==> src/rtl/if_id_stage.sv <==
// IF/ID pipeline register with load-use stall and branch flush control.
// It exposes its FSM state and saturating stall and flush event counters.
module if_id_stage (
    input  logic        clk,
    input  logic        reset,
    input  logic [31:0] pc_plus4_if,
    input  logic [31:0] instr_if,
    input  logic        id_ex_mem_read,
    input  logic [4:0]  id_ex_rt,
    input  logic        branch_taken,
    output logic        pc_write,
    output logic [31:0] pc_plus4_id,
    output logic [31:0] instr_id,
    output logic [14:0] reg_addr_id,
    output logic        valid_id,
    output logic        bubble,
    output logic [1:0]  state,
    output logic [15:0] stall_count,
    output logic [15:0] flush_count
);

    typedef enum logic [1:0] {
        IDLE  = 2'b00,
        RUN   = 2'b01,
        STALL = 2'b10,
        FLUSH = 2'b11
    } state_t;

    state_t     cur_state, nxt_state;
    logic       hazard;
    logic       do_load, do_flush, do_stall;
    logic [4:0] rs_id, rt_id;

    assign rs_id       = instr_id[25:21];
    assign rt_id       = instr_id[20:16];
    assign reg_addr_id = {instr_id[25:21], instr_id[20:16], instr_id[15:11]};
    assign state       = cur_state;

    assign hazard = valid_id & id_ex_mem_read & (id_ex_rt != 5'd0) &
                    ((id_ex_rt == rs_id) | (id_ex_rt == rt_id));

    // IDLE always captures the first fetch, whatever the hazard/branch inputs say.
    always_comb begin
        nxt_state = RUN;
        pc_write  = 1'b1;
        bubble    = 1'b0;
        do_load   = 1'b0;
        do_flush  = 1'b0;
        do_stall  = 1'b0;
        if (reset) begin
            nxt_state = IDLE;
            pc_write  = 1'b0;
        end else if (cur_state == IDLE) begin
            do_load = 1'b1;
        end else if (branch_taken) begin
            bubble    = 1'b1;
            do_flush  = 1'b1;
            nxt_state = FLUSH;
        end else if (hazard) begin
            pc_write  = 1'b0;
            bubble    = 1'b1;
            do_stall  = 1'b1;
            nxt_state = STALL;
        end else begin
            do_load = 1'b1;
        end
    end

    always_ff @(posedge clk or posedge reset) begin
        if (reset) begin
            cur_state   <= IDLE;
            pc_plus4_id <= 32'd0;
            instr_id    <= 32'd0;
            valid_id    <= 1'b0;
            stall_count <= 16'd0;
            flush_count <= 16'd0;
        end else begin
            cur_state <= nxt_state;
            if (do_flush) begin
                pc_plus4_id <= 32'd0;
                instr_id    <= 32'd0;
                valid_id    <= 1'b0;
                if (flush_count != 16'hFFFF) flush_count <= flush_count + 16'd1;
            end else if (do_load) begin
                pc_plus4_id <= pc_plus4_if;
                instr_id    <= instr_if;
                valid_id    <= 1'b1;
            end
            if (do_stall && stall_count != 16'hFFFF) stall_count <= stall_count + 16'd1;
        end
    end

endmodule

==> config.mk <==
export PLATFORM = sky130hd
export DESIGN_NAME = if_id_stage
export DESIGN_NICKNAME = d
export VERILOG_FILES = /design/src/rtl/if_id_stage.sv
export SDC_FILE = /design/constraint.sdc
export NUM_CORES = 1
export LEC_CHECK = 0
export CORE_ASPECT_RATIO = 1.75
export CORE_MARGIN = 10
export CORE_UTILIZATION = 45
export CTS_CLUSTER_DIAMETER = 150
export DETAILED_ROUTE_END_ITERATION = 10
export PLACE_DENSITY = 0.83
export SLEW_MARGIN = 20
export SYNTH_ARGS = -nofsm -noshare
export SYNTH_HDL_FRONTEND = slang
export SYNTH_SLANG_ARGS = --single-unit
==> constraint.sdc <==
create_clock -name clk -period 8.15 [get_ports clk]
set_input_delay 0.815 -clock clk [delete_from_list [all_inputs] [get_ports clk]]
set_output_delay 0.815 -clock clk [all_outputs]
set_load 0.005 [all_outputs]
### After elaboration in Yosys (flattened, before gate mapping)

Cells that the tools add are included.

| storage, ports and cells | value |
|---|---|
| register bits | 99 |
| logic and storage cells | 48 |
| output and inout port bits | 116 |
| input port bits | 73 |

| cells by class | value |
|---|---|
| multiplexer cells | 27 |
| equal/unequal tests | 4 |
| reductions and logical operators | 5 |
| bitwise operators | 4 |
| $add $sub $neg | 2 |

Operators by type and width:

| operator | count |
|---|---|
| 2-to-1 mux 32 bit | 4 |
| adder 16 x 1 -> 16 bit, second input constant | 2 |
| inequality test 16 bit, second input constant | 2 |
| 2-to-1 mux 1 bit | 19 |
| == test 5 bit | 2 |
| 2-to-1 mux 2 bit | 4 |
| nonzero test 5 bit | 1 |
| bitwise AND 1 bit | 3 |
| zero test 2 bit | 1 |
| AND reduction 2 bit | 1 |
| nonzero test 2 bit | 1 |
| logical AND 1 bit | 1 |
| bitwise OR 1 bit | 1 |

### Logic depth before layout (Yosys ltp)

Gate-level depths: netlist of run 1.

| depth | value |
|---|---|
| word-level depth | 9 |
| mapped depth | 7 |
| depth with buffers taken out | 6 |

### Least setup slack after synthesis of run 1

No wires, ideal clock.

| timing | value |
|---|---|
| path kind | in2reg |
| from | input reset |
| to | register valid_id |
| setup slack | 4.898 ns |
| data required time | 8.076 ns |
| library setup time | 0.074 ns |
| arrival | 3.178 ns |
| buffers on the path | 0 |
| stages | 2 |
| cells stage by stage | inv_1 -> o21a_1 |

| on the way | value |
|---|---|
| word-level cells in the longest chain between the ends | 2 |
| elaborated cells between the ends (all ways) | 4 |
| classes of those cells | 3 x mux; 1 x reduce/logical |

Ends and longest elaborated chain:

| item | RTL line | text |
|---|---|---|
| from (decl) | 5 | `input logic reset,` |
| 2-to-1 mux 1 bit | 50 | `if (reset) begin` |
| 2-to-1 mux 1 bit / nonzero test 2 bit (equally long branches) | - |  |
| to (signal assigned) | 74 | `valid_id <= 1'b0;` |
| to (signal assigned) | 82 | `valid_id <= 1'b0;` |
| to (signal assigned) | 87 | `valid_id <= 1'b1;` |
| to (decl) | 15 | `output logic valid_id,` |

Parallel ways exist; a longest one is shown, timed or not.
A chain may end at the register's enable or synchronous reset.

### Worst setup path in the final report of run 1

| timing | value |
|---|---|
| from | input id_ex_rt[0] |
| to | output pc_write |

| on the way | value |
|---|---|
| word-level cells in the longest chain between the ends | 7 |
| elaborated cells between the ends (all ways) | 10 |
| classes of those cells | 2 x eq/ne; 4 x mux; 3 x bitwise; 1 x reduce/logical |

Ends and longest elaborated chain:

| item | RTL line | text |
|---|---|---|
| from (decl) | 9 | `input logic [4:0] id_ex_rt,` |
| == test 5 bit / nonzero test 5 bit (equally long branches) | 40, 39 |  |
| bitwise OR 1 bit / bitwise AND 1 bit (equally long branches) | 40, 39 |  |
| bitwise AND 1 bit * | 39 | `assign hazard = valid_id & id_ex_mem_read & (id_ex_rt != 5'd0) &` |
| 2-to-1 mux 1 bit * | 59 | `end else if (hazard) begin` |
| 2-to-1 mux 1 bit * | 55 | `end else if (branch_taken) begin` |
| 2-to-1 mux 1 bit * | 53 | `end else if (cur_state == IDLE) begin` |
| 2-to-1 mux 1 bit * | 50 |  |
| to (decl) | 11 | `output logic pc_write,` |

Every way passes the cells marked *; elsewhere a longest branch is shown, timed or not.

==> impl_metrics.yaml, run 1 <==
worst_setup_path:
  path_buf_inv: 4
  crit_chain: "clkdlybuf4s50_1, xor2_1, nor3_1, a22o_1, a21o_2, buf_4, inv_1, clkdlybuf4s50_1"
  cpMostUsedCell: "clkdlybuf4s50_1"
  crit_required_ps: 7340
  cp_slowest_cell: "clkdlybuf4s50_1"
  path_class: "primary input to primary output"
  cp-end-kind: "primary output"
  worstPathArrival_ps: 3500
  crit_fanout: 65
  path_delay_family: "buffers and inverters"
  worst_path_largest_cell_delay_ps: 530
  start_kind: "primary input"
flow_run:
  maxCapViolCount: 0
clocking:
  cts_root_buf: "clkbuf_16"
  cts_tree: "done"
  cts_resized: 0
  cts_sinks: 99
  cts_buffers: 9
  clk_latency_ps: 340
  htreeDepth: 3
  path_clk_slew_ps: 70
  clockBufferDepth: 2
  post_cts_buffers: 0
  ctsHoldBuffers: 0
power:
  power_mw: 1.301
  intPower_mw: 0.9653
  ir_drop_mv: 0.1412
  pwr-share-seq_pct: 45.3
  clockPowerShare_pct: 34.3
  leakagePower_nw: 2.812
  p_sw_share_pct: 25.80
  power_density_nw_per_um2: 201.6
  power.net_switching_mw: 0.3356
  pwr-share-comb_pct: 20.4
global_route:
  grt_pass1_vias: 3794
  grt_use_total_pct: 18.83
  overflow: 0
  antenna_found_initial: 0
  grt_start_max_net_pins: 75
  grt_pass1_wl_um: 20750
placed_design:
  hpwl_um: 9585
  gp_congestion: 0.9034
  dpl-instance-area_um2: 6136
  portBuffers: 188
detailed_routing:
  vias: 3417
  ant_nets: 0
  dr.first_iter.drc_count: 145
  routed_wl_um: 12890
  firstDrtPassIters: 4
  drc: 0
  wl_per_cell_um: 20.36
  vias_per_cell: 5.398
sta:
  period_needed_ps: 4315
  fmax_mhz: 231.7
  rsz0062_at_grt: "no"
  final-setup-viol-count: 0
  worst_slew_pin_slew_ps: 903.8
  slew_headroom_pct: 39.75
  finalMaxSlewViolations: 0
  fin_skew_ps: 8.491
  fin_tns_setup_ps: 0
  fin_crit_sh_pct: 52.95
  hold_viol_final: 0
yosys:
  synthXorXnorAreaFrac_pct: 7.760
  ys_seq_elements: 99
  yosys_warnings: 0
  syn_inst: 333
  synth_adder_area_share_pct: 0.5834
  synth_compound_area_share_pct: 18.12
  synthSimpleGateAreaFrac_pct: 9.772
  avgSynthCellArea_um2: 12.88
  synth_top_family_by_area: "compound AO/OA/AOI/OAI gates"
  netlist_area_um2: 4289
  syn-num-nets: 408
  synth_cell_types: 35
  synth.area.mux_share_pct: 0.5251
  seq_area_frac_synth_pct: 57.76
cells_and_area:
  syn_to_final_growth_pct: 50.47
  fill_cells: 717
  num_antenna_cells: 0
  drive_gt1_share_pct: 16.05
  final_common_cell: "clkdlybuf4s50_1"
  final_cell_mix: "188 x clkdlybuf4s50_1, 99 x dfrtp_1, 53 x a22o_2"
  finalNetCount: 581
  finalInstanceArea_um2: 6454
floorplan:
  pin_count: 189
  rows: 47
  die-area_um2: 13990
  fp.dieH_um: 149.2
  core_um2: 9409
  initial_core_util_pct: 45.59
  die_w_um: 93.80
run_status:
  outcome: "finished clean"
min_path:
  worst_hold_path_type: "flop to flop"
[cell type report]
| type | count | area [um^2] | share of cell area, % |
|---|---|---|---|
| clock buffer | 10 | 239.0 | 3.703 |
| clock inverter | 6 | 78.83 | 1.221 |
| inverter | 6 | 25.02 | 0.3877 |
| multi-input combinational | 199 | 1577 | 24.43 |
| sequential | 99 | 2477 | 38.39 |
| tap | 122 | 152.6 | 2.365 |
| timing repair buffer | 191 | 1904 | 29.51 |
[synth_stat cells]
library cell	count	area (um^2)
dfrtp_1	99	2477
nor2_1	11	41.29
o211a_1	1	10.01
and4_1	8	70.07
inv_1	6	22.52
a41oi_1	1	8.760
clkbuf_1	6	22.52
xor2_1	21	183.9
o21a_1	1	7.510
a21o_2	2	17.52
a21oi_1	4	20.02
o21ba_2	1	10.01
and3_1	5	31.28
nor4_1	6	37.54
or4_4	1	11.26
nor4bb_1	1	10.01
a22oi_1	1	7.510
nor3_2	1	10.01
a221oi_4	1	26.28
mux2_2	2	22.52
buf_4	15	112.6
o21ai_0	1	5.000
nor3_1	8	40.04
xnor2_1	17	148.9
ha_1	2	25.02
buf_2	2	10.01
nand3_1	13	65.06
nand4_1	7	43.79
and2_1	1	6.260
a22o_1	13	113.9
buf_6	6	67.56
a22o_2	53	530.5
o21bai_1	1	7.510
nand2_1	14	52.55
o211ai_2	1	12.51
[flip-flops by register name, indices dropped and copies added, names as in the netlist]
register,flops
pc_plus4_id,32
instr_id,32
state,2
valid_id,1
flush_count,16
stall_count,16
[path summary, 6_finish.rpt]
check / from / depth (start not counted) / endpoint / slack, ps
min in group asynchronous: reset / 2 / state[1] / 980
worst max-delay path: id_ex_rt[0] / 8 / pc_write / 3830
worst min register to register: stall_count[5] / 1 / stall_count[5] / 500
worst min-delay path: stall_count[5] / 1 / stall_count[5] / 500
worst max register to register: instr_id[19] / 6 / pc_plus4_id[2] / 5850
max in group asynchronous: reset / 3 / pc_plus4_id[8] / 5960
[metrics by stage]
stage	util, %	std cells	setup WS, ps	hold slack (ps)
finish	68.59	633	3835	497.1
global route	68.59	633	3650	520.3
CTS	68.59	633	3823	500.3
detailed placement	65.21	617	3835	481.8
global placement	65.21	617	3911	476.5
floorplan	-	333	4725	481.6
[power groups by stage]
stage | clock [mW] | combinational [mW] | sequential (mW)
after detailed placement | 0 | 0.269 | 0.596
after global placement | 0 | 0.262 | 0.595
after CTS | 0.455 | 0.271 | 0.590
after global routing | 0.475 | 0.288 | 0.597
after floorplan | 0 | 0.102 | 0.589
final | 0.447 | 0.265 | 0.589
[kinds of logic after synthesis]
family | after synthesis
flip-flops | 99
buffers and inverters | 35
AO/OA/AOI/OAI | 81
multiplexers | 2
adder cells (fa/ha/maj) | 2
XOR/XNOR | 38
AND/OR/NAND/NOR | 76
[layer usage]
metal / up-vias / track usage (%) / wire [um]
met5: - / 0 / 0
met4: 0 / 7.405 / 372
met3: 29 / 7.964 / 1189
met2: 138 / 32.47 / 6834
met1: 1690 / 19.54 / 4494
li1: 1560 / - / -
No activity file was read; power rests on OpenSTA's default activity.
==> run 2, diff against run 1 <==
--- a/config.mk
+++ b/config.mk
@@ -7,10 +7,10 @@
 export LEC_CHECK = 0
 export CORE_ASPECT_RATIO = 1.75
 export CORE_MARGIN = 10
-export CORE_UTILIZATION = 45
+export CORE_UTILIZATION = 42
 export CTS_CLUSTER_DIAMETER = 150
 export DETAILED_ROUTE_END_ITERATION = 10
-export PLACE_DENSITY = 0.83
+export PLACE_DENSITY = 0.78
 export SLEW_MARGIN = 20
 export SYNTH_ARGS = -nofsm -noshare
 export SYNTH_HDL_FRONTEND = slang
==> constraint.sdc (replaced) <==
create_clock -name clk -period 4.5 [get_ports clk]
set_input_delay 0.45 -clock clk [delete_from_list [all_inputs] [get_ports clk]]
set_output_delay 0.45 -clock clk [all_outputs]
set_load 0.005 [all_outputs]
==> impl_metrics.yaml, run 2 (same netlist as run 1, synthesis figures left out) <==
run_status:
  outcome: "finished clean"
floorplan:
  core_um2: 9910
  pin_count: 189
  initial_core_util_pct: 43.28
  die-area_um2: 14810
  fp.dieH_um: 153.7
  rows: 48
  die_w_um: 96.39
power:
  pwr-share-comb_pct: 20.5
  pwr-share-seq_pct: 45.2
  intPower_mw: 1.768
  power_density_nw_per_um2: 365.1
  leakagePower_nw: 2.811
  power_mw: 2.356
  power.net_switching_mw: 0.5878
  ir_drop_mv: 0.2176
  clockPowerShare_pct: 34.2
  p_sw_share_pct: 24.95
clocking:
  cts_root_buf: "clkbuf_16"
  post_cts_buffers: 0
  cts_sinks: 99
  clk_latency_ps: 340
  htreeDepth: 3
  path_clk_slew_ps: 70
  ctsHoldBuffers: 0
  cts_resized: 0
  clockBufferDepth: 2
  cts_tree: "done"
  cts_buffers: 9
detailed_routing:
  vias: 3446
  dr.first_iter.drc_count: 152
  drc: 0
  wl_per_cell_um: 20.85
  firstDrtPassIters: 4
  ant_nets: 0
  routed_wl_um: 13260
  vias_per_cell: 5.418
placed_design:
  placed_cells: 620
  hpwl_um: 9983
  portBuffers: 188
  gp_congestion: 0.8035
sta:
  finalMaxSlewViolations: 0
  fin_crit_sh_pct: 69.37
  period_needed_ps: 3122
  slew_headroom_pct: 46.34
  fmax_mhz: 320.3
  final-setup-viol-count: 0
  fin_tns_setup_ps: 0
  rsz0062_at_grt: "no"
  holdWs_ps: 497.4
  hold_viol_final: 0
  worst_slew_pin_slew_ps: 794.1
  fin_skew_ps: 5.762
global_route:
  overflow: 0
  grt_start_max_net_pins: 65
  grt_pass1_vias: 3805
  grt_pass1_wl_um: 20710
  grt_use_total_pct: 18.03
  antenna_found_initial: 0
min_path:
  min-delay-start: "flush_count[12]"
  worst_hold_path_type: "flop to flop"
  hold_depth: 1
cells_and_area:
  stdcell_count: 636
  syn_to_final_growth_pct: 50.47
  reg_top3: "instr_id (32), pc_plus4_id (32)"
  fill_cells: 791
  final_common_cell: "clkdlybuf4s50_1"
  finalNetCount: 581
  drive_gt1_share_pct: 15.85
  final_cell_mix: "188 x clkdlybuf4s50_1, 99 x dfrtp_1, 53 x a22o_2"
  num_antenna_cells: 0
worst_setup_path:
  r2r_cells: 6
  crit_fanout: 3
  start_kind: "primary input"
  crit_required_ps: 4050
  path_class: "primary input to primary output"
  r2r_start: "instr_id[25]"
  startpoint: "id_ex_rt[1]"
  cp-end-kind: "primary output"
  worstPathArrival_ps: 2670
flow_run:
  maxCapViolCount: 0
[run 2: changes by cell type in the layout (fill, tap and decap cells not counted), sizes merged]
| cell | delta |
|---|---|
| inv | -2 |
| clkinv | -1 |
| clkbuf | +3 |
[run 2: critical path: stages]
cell and delay [ps]:
clkdlybuf4s50_1 470, or4_4 580, o211ai_2 220, nor3_2 100, a21o_2 240, inv_1 70
clkdlybuf4s50_1 540
[run 2: final cells by class]
| cell class | count | area, um^2 | share of cell area, % |
|---|---|---|---|
| Clock buffer | 13 | 270.3 | 4.188 |
| Clock inverter | 3 | 43.79 | 0.6786 |
| Inverter | 6 | 25.02 | 0.3877 |
| Multi-Input combinational cell | 199 | 1577 | 24.43 |
| Sequential cell | 99 | 2477 | 38.39 |
| Tap cell | 125 | 156.4 | 2.423 |
| Timing Repair Buffer | 191 | 1904 | 29.51 |
[run 2: metal layers]
layer	vias to the layer above	wire (um)	track usage [%]
met3	13	1244	7.557
li1	1563	-	-
met2	135	7174	31.90
met4	0	234	5.424
met5	-	0	0
met1	1735	4610	18.43
[run 2: final timing paths]
| path | to | slack [ps] |
|---|---|---|
| min | flush_count[12] | 500 |
| max reg2reg | instr_id[2] | 2130 |
| max in group asynchronous | instr_id[18] | 2770 |
| min reg2reg | flush_count[12] | 500 |
| min in group asynchronous | state[0] | 720 |
| max | pc_write | 1380 |
[run 2: metrics by stage]
step | util, % | setup slack (ps) | instance area [um^2]
2_1_floorplan | - | 1440 | 4289
3_3_place_gp | 61.96 | 1382 | 6140
3_5_place_dp | 61.96 | 1369 | 6140
4_1_cts | 65.13 | 1359 | 6454
5_1_grt | 65.13 | 1271 | 6454
6_report | 65.13 | 1378 | 6454
[run 2: power by group through the flow]
stage	Sequential (mW)	Clock, mW	Combinational (mW)
after floorplan	1.07	0	0.184
after global placement	1.08	0	0.483
after detailed placement	1.08	0	0.492
after CTS	1.07	0.820	0.494
after global routing	1.08	0.852	0.522
final	1.07	0.807	0.484
